<file path="config.mk">
export PLATFORM = sky130hd
export DESIGN_NAME = d_branch_unit
export DESIGN_NICKNAME = d
export VERILOG_FILES = /design/src/rtl/d_branch_unit.sv
export SDC_FILE = /design/constraint.sdc
export NUM_CORES = 1
export LEC_CHECK = 0
export CAP_MARGIN = 20
export CORE_MARGIN = 2
export CORE_UTILIZATION = 49
export CTS_BUF_LIST = sky130_fd_sc_hd__clkbuf_4
export DETAILED_ROUTE_END_ITERATION = 10
export GPL_ROUTABILITY_DRIVEN = 0
export PLACE_DENSITY_LB_ADDON = 0.2
export SETUP_SLACK_MARGIN = 0.05
export SLEW_MARGIN = 20
export SYNTH_ARGS = -nofsm -noshare
export SYNTH_HDL_FRONTEND = slang
export SYNTH_SLANG_ARGS = --single-unit
</file>
<file path="constraint.sdc">
create_clock -name clk -period 3.5 [get_ports clk]
set_input_delay 0.7 -clock clk [delete_from_list [all_inputs] [get_ports clk]]
set_output_delay 0.7 -clock clk [all_outputs]
set_load 0.005 [all_outputs]
</file>
<file path="src/rtl/d_branch_unit.sv">
// D-stage branch resolver: six-mode operand compare plus a table of 2-bit
// saturating counters that predicts, trains and counts branches/mispredicts.
module d_branch_unit #(
  parameter int WIDTH     = 32,
  parameter int BHT_DEPTH = 16,
  parameter int CNT_W     = 32
) (
  input  logic             clk,
  input  logic             reset,
  input  logic             d_valid,
  input  logic             stall,
  input  logic [31:0]      d_pc,
  input  logic [WIDTH-1:0] rs,
  input  logic [WIDTH-1:0] rt,
  input  logic [2:0]       btype,
  output logic             cmp_result,
  output logic             pred_taken,
  output logic             mispredict,
  output logic [CNT_W-1:0] branch_cnt,
  output logic [CNT_W-1:0] mispred_cnt
);

  localparam int IDX_W = $clog2(BHT_DEPTH);

  typedef enum logic [1:0] {SN = 2'b00, WN = 2'b01, WT = 2'b10, ST = 2'b11} ctr_t;

  ctr_t              bht [BHT_DEPTH];
  ctr_t              cur_entry;
  ctr_t              next_entry;
  logic [IDX_W-1:0]  idx;
  logic              is_br;
  logic              upd;
  logic              rs_neg;
  logic              rs_zero;
  logic              unused_pc_bits;

  assign unused_pc_bits = ^{d_pc[31:IDX_W+2], d_pc[1:0]};

  assign idx     = d_pc[IDX_W+1:2];
  assign rs_neg  = rs[WIDTH-1];
  assign rs_zero = (rs == '0);
  assign is_br   = (btype != 3'b000) && (btype != 3'b111);
  assign upd     = reset && d_valid && !stall && is_br;

  // Signed zero tests reduce to the sign bit plus an all-zero check.
  always_comb begin
    cmp_result = 1'b0;
    case (btype)
      3'b001:  cmp_result = (rs == rt);
      3'b010:  cmp_result = (rs != rt);
      3'b011:  cmp_result = rs_neg || rs_zero;
      3'b100:  cmp_result = !rs_neg && !rs_zero;
      3'b101:  cmp_result = rs_neg;
      3'b110:  cmp_result = !rs_neg;
      default: cmp_result = 1'b0;
    endcase
  end

  assign cur_entry  = bht[idx];
  assign pred_taken = d_valid && is_br && cur_entry[1];

  always_comb begin
    next_entry = cur_entry;
    case (cur_entry)
      SN:      next_entry = cmp_result ? WN : SN;
      WN:      next_entry = cmp_result ? WT : SN;
      WT:      next_entry = cmp_result ? ST : WN;
      ST:      next_entry = cmp_result ? ST : WT;
      default: next_entry = WN;
    endcase
  end

  always_ff @(posedge clk) begin
    if (!reset) begin
      for (int i = 0; i < BHT_DEPTH; i++) begin
        bht[i] <= WN;
      end
    end else if (upd) begin
      bht[idx] <= next_entry;
    end
  end

  // Statistics counters stick at all-ones instead of wrapping.
  always_ff @(posedge clk) begin
    if (!reset) begin
      mispredict  <= 1'b0;
      branch_cnt  <= '0;
      mispred_cnt <= '0;
    end else begin
      mispredict <= upd && (pred_taken != cmp_result);
      if (upd && (branch_cnt != {CNT_W{1'b1}})) begin
        branch_cnt <= branch_cnt + CNT_W'(1);
      end
      if (upd && (pred_taken != cmp_result) && (mispred_cnt != {CNT_W{1'b1}})) begin
        mispred_cnt <= mispred_cnt + CNT_W'(1);
      end
    end
  end

endmodule

</file>
; ---- Word level (Yosys, flattened, before mapping)
; Memories as Yosys holds them, arrays and structs flattened.
; Cells that the tools add are included.
; W data, S select, Z words.
[totals]
ff_bits = 65
ram_bits = 32
input_bits = 103
mem_count = 1
[classes]
n_addsub = 2
n_eq_ne = 15
muxes = 13
reduce_logical = 18
[mem_list]
columns = memory, depth, width, rd, rd_ports_with_merged_regs, wr, line
row1 = bht, 16, 2, 1, 0, 16, 27  ; ctr_t bht [BHT_DEPTH];
[op_table]
columns = operator, count
row1 = $add A32 B1 Y32 const B, 2
row2 = $ne A32 B32 Y1 const B, 2
row3 = $eq A32 B32 Y1, 1
row4 = $logic_not A32 Y1, 1
row5 = $ne A32 B32 Y1, 1
row6 = $logic_and A1 B1 Y1, 10
row7 = $eq A3 B3 Y1 const B, 3
row8 = $pmux W2 S4, 1
row9 = $mux W1, 7
row10 = $eq A3 B2 Y1 const B, 2
row11 = $mux W2, 3
row12 = $pmux W1 S6, 1
row13 = $eq A2 B2 Y1 const B, 2
row14 = $mux W4, 1
row15 = $eq A3 B1 Y1 const B, 1
row16 = $logic_not A1 Y1, 3
row17 = $ne A3 B3 Y1 const B, 1
row18 = $reduce_bool A3 Y1, 1
row19 = $eq A2 B1 Y1 const B, 1
row20 = $logic_not A2 Y1, 1
row21 = $reduce_or A2 Y1, 1
row22 = $logic_or A1 B1 Y1, 1
row23 = $ne A1 B1 Y1, 1

; ---- Logic depth before layout (Yosys ltp)
[depth]
depth_word = 8
mapped_depth = 10
ltp_nobuf = 8

; ---- Worst setup path before layout
; OpenSTA, ideal clock, no wires.
[synth_path]
path_type = input-to-reg
from = input port d_pc[3]
to = register mispred_cnt[30]
setup_time_ns = 0.072
t_arrival_ns = 2.978
required_time_ns = 3.428
path_slack_ns = 0.450
cell_stages = 8
n_path_buf = 2
path_cell_list = clkbuf_1 > mux4_2 > mux4_2 > a311o_1 > buf_6 > or3_1 > mux2i_1 > mux2i_1
[synth_between]
elab_chain_cells = 5
[synth_rtl]
columns = element, line
row1 = from (decl), 12  ; input logic [31:0] d_pc,
row2 = $mem_v2 Z16 W2, -
row3 = $logic_and A1 B1 Y1, 60  ; assign pred_taken = d_valid && is_br && cur_entry[1];
row4 = $ne A1 B1 Y1, 94  ; if (upd && (pred_taken != cmp_result) && (mispred_cnt != {CNT_W{1'b1}})) begin
row5 = $logic_and A1 B1 Y1 (2 in series), 94
row6 = to (signal assigned), 95  ; mispred_cnt <= mispred_cnt + CNT_W'(1);
row7 = to (decl), 20  ; output logic [CNT_W-1:0] mispred_cnt
; Every way passes these cells.
; A chain may end at the register's enable or synchronous reset.

; ---- Final worst setup path
[layout_path]
from = input port rs[16]
to = output port cmp_result
[layout_between]
elab_chain_cells = 4
elab_cells_between_ends = 7
[layout_rtl]
columns = element, line
row1 = from (decl), 13  ; input logic [WIDTH-1:0] rs,
row2 = $logic_not A32 Y1, 41  ; assign rs_zero = (rs == '0);
row3 = $logic_not A1 Y1, 52  ; 3'b100: cmp_result = !rs_neg && !rs_zero;
row4 = $logic_and A1 B1 Y1, 52
row5 = $pmux W1 S6 *, 48  ; case (btype)
row6 = to (decl), 16  ; output logic cmp_result,
; Mark *: on every way between the ends. The rest lies on a longest branch, timed or not.

==> metrics.cfg <==
[run_status]
outcome=finished, final reports clean

[clock_network]
cts_sinks=97
hold_buffers=0
root_buffer=clkbuf_4
numCtsBuffers=9
cts.path.max_buffers=2
path_clk_slew_ns=0.15
cts_tree=done
clk-insertion-delay-late_ns=0.48
h-tree-depth=3

[logic_synthesis]
synth_edf_count=32
synth.area.top_cells=dfxtp_1 (22%), edfxtp_1 (17%), mux2i_1 (8.3%)
yosysSeqAreaShare_pct=39.0
yosysTopAreaCellShare_pct=22.5
yosys.cell_count.top_type=nand2_1
async_flop_share_pct=0
yosys-top-cells-count=nand2_1 (100), dfxtp_1 (65), nor2_1 (59)
synthDistinctLibCells=50
yosysTopAreaCell=dfxtp_1
syn-num-nets=749
syn_area_per_cell_um2=9.00
syn_area_mm2=0.00580
ys_seq_elements=97
ys.flop_type=dfxtp_1
synthCells=644
synth-warning-count=0

[sta]
period_minus_slack_ns=3.35
setup_viol=0
finalMaxSlewViolations=0
max_freq_mhz=298
rsz0062_at_grt=no
clock_skew_ns=0.0184
hold_viol=0
relSlewSlack_pct=43.7
finalSetupTns_ns=0
tightest_slew_ns=0.845
min_period_over_period_pct=95.7
fin_ws_ns=0.149
hold_ws_ns=0.492

[global_route]
grt_pass1_vias=5360
grt_pass1_wl_um=25800
grt_overflow=0
grt_max_degree=86
antenna_found_initial=0
grt.total_usage_pct=24.8

[power]
p_seq_share_pct=57.4
power_frac_comb_pct=16.6
p_switching_w=0.000552
leakagePower_nw=2.71
p_clk_share_pct=26.0
p_int_w=0.00150
ir_drop_mv=0.195
power_density_mw_per_mm2=267
netSwitchingFraction_pct=26.9

[routing]
drtIter0Drc=394
wl_per_cell_um=16.4
num_vias=5424
viasPerCell=5.71
drt_pass1_iterations=5
finalWirelength_um=15600
remaining_drc_errors=0
ant_nets=0

[critical_path]
critPathKind=in2out
path_common_cell=nor4_1
cpPeakStageDelay_ns=0.46
cp_num_buf_inv=3
cp_top_family=simple AND/OR/NAND/NOR gates
worstPathRequired_ns=2.80
path_max_fanout=2
r2r_cells=8
cpMaxStageDelayCell=clkdlybuf4s50_1
crit_chain=clkdlybuf4s50_1 -> nor4_1 -> nand4_1 -> nor4_1 -> a31oi_1 -> nand3_1 -> inv_1 -> dlygate4sd2_1
end_kind=output pin
critPathLaunchType=input port
reg2reg_from=bht[8][1]
critPathArrivalTime_ns=2.65
reg2reg_slack_ns=0.70
r2r_end=mispred_cnt[21]

[worst_hold_path]
worstHoldPathType=reg2reg
hold_path_depth=2
hold_path_end=mispred_cnt[11]
hp-start=mispred_cnt[11]

[placed_design]
dp_slack_ns=-0.283
place_inst=930
portBuffers=141
hpwl_um=11500

[floorplanning]
die_x_um=113
die-area_mm2=0.0127
rows=39
die_h_um=113
start_util_pct=50.5
core_mm2=0.0115
pin_count=170

[layout]
area_delta_synth_final_pct=32.6
drive_above_1_share_pct=9.42
antennaDiodeCount=0
fin_nets=907
fin_cells=950

[run]
maxCapViolCount=0

per-stage QoR:
step | cell area, um^2 | power (W) | utilization, %
after global placement | 7540 | 0.00153 | 65.7
final | 7690 | 0.00205 | 67.0
after detailed placement | 7540 | 0.00154 | 65.7
after CTS | 7670 | 0.00206 | 66.9
after global routing | 7690 | 0.00213 | 67.0
after floorplan | 5800 | 0.00136 | -
what timing repair did:
item                                    4_1_cts  5_1_grt
endpoints found under the setup margin        2        1
gates resized for setup                       7        1
pin swaps                                     4        0
setup buffers                                 2        2
cell usage in the layout (no fill, tap or decap), drive strengths merged, types with 12 or more instances in the layout:
cell type / synthesis / layout
dfxtp: 65 / 65
nor4: 20 / 20
buf: 7 / 37
and3: 15 / 15
xor2: 12 / 12
nand2: 100 / 100
nor2: 59 / 59
nand2b: 32 / 32
nand4: 30 / 30
nand3: 34 / 34
nor3: 15 / 15
and4: 14 / 14
edfxtp: 32 / 32
clkdlybuf4s50: 0 / 137
xnor2: 43 / 43
mux2i: 48 / 48
worst min-delay path, cell delays in order, from the launching register on:
cell	delay, ns
dfxtp_1	0.36
nand2_1	0.06
mux2i_1	0.05
final cells by class:
cell class / count / area (um^2)
timing repair buffer: 177 / 1720
tap: 143 / 179
clock buffer: 9 / 67.6
fill: 943 / 3780
inverter: 7 / 26.3
clock inverter: 7 / 45.0
multi-input combinational: 510 / 3380
sequential: 97 / 2260
flip-flops by register name, indices dropped and copies added, names as in the netlist:
| register | count |
|---|---|
| bht | 32 |
| branch_cnt | 32 |
| mispred_cnt | 32 |
| mispredict | 1 |
cells by family (layout without fill, tap and decap cells):
| group | count (synthesis) | after routing | synth area share (%) |
|---|---|---|---|
| mux | 60 | 60 | 12.6 |
| compound gates | 47 | 47 | 6.13 |
| flops | 97 | 97 | 39.0 |
| xor+xnor | 55 | 55 | 8.31 |
| simple gates | 344 | 344 | 30.2 |
| fa+ha+maj | 4 | 4 | 0.777 |
| buf+inv | 37 | 200 | 2.87 |
power groups by stage:
stage / registers [W] / clock network, W / logic [W]
global route: 0.00118 / 0.000588 / 0.000364
floorplan: 0.00120 / 0 / 0.000157
CTS: 0.00118 / 0.000546 / 0.000337
global placement: 0.00120 / 0 / 0.000326
detailed placement: 0.00120 / 0 / 0.000333
finish: 0.00118 / 0.000533 / 0.000340
layer usage:
layer / up-vias / wire, um / track usage (%)
met5: - / 0 / 0
met4: 0 / 312 / 8.37
met3: 25 / 864 / 5.09
met2: 172 / 7680 / 42.3
met1: 2586 / 6700 / 31.6
li1: 2641 / - / -
worst max-delay path by stage:
stage	slack, ns	startpoint	end	cells after the start
after floorplan	0.45	d_pc[3]	mispred_cnt[30]	8
after global placement	-0.27	d_pc[2]	pred_taken	6
after detailed placement	-0.28	d_pc[2]	pred_taken	6
after CTS	0.08	d_pc[2]	pred_taken	6
after global routing	0.06	rs[15]	cmp_result	8
final	0.15	rs[16]	cmp_result	8
Note: power is estimated with default switching activity, not from simulation.
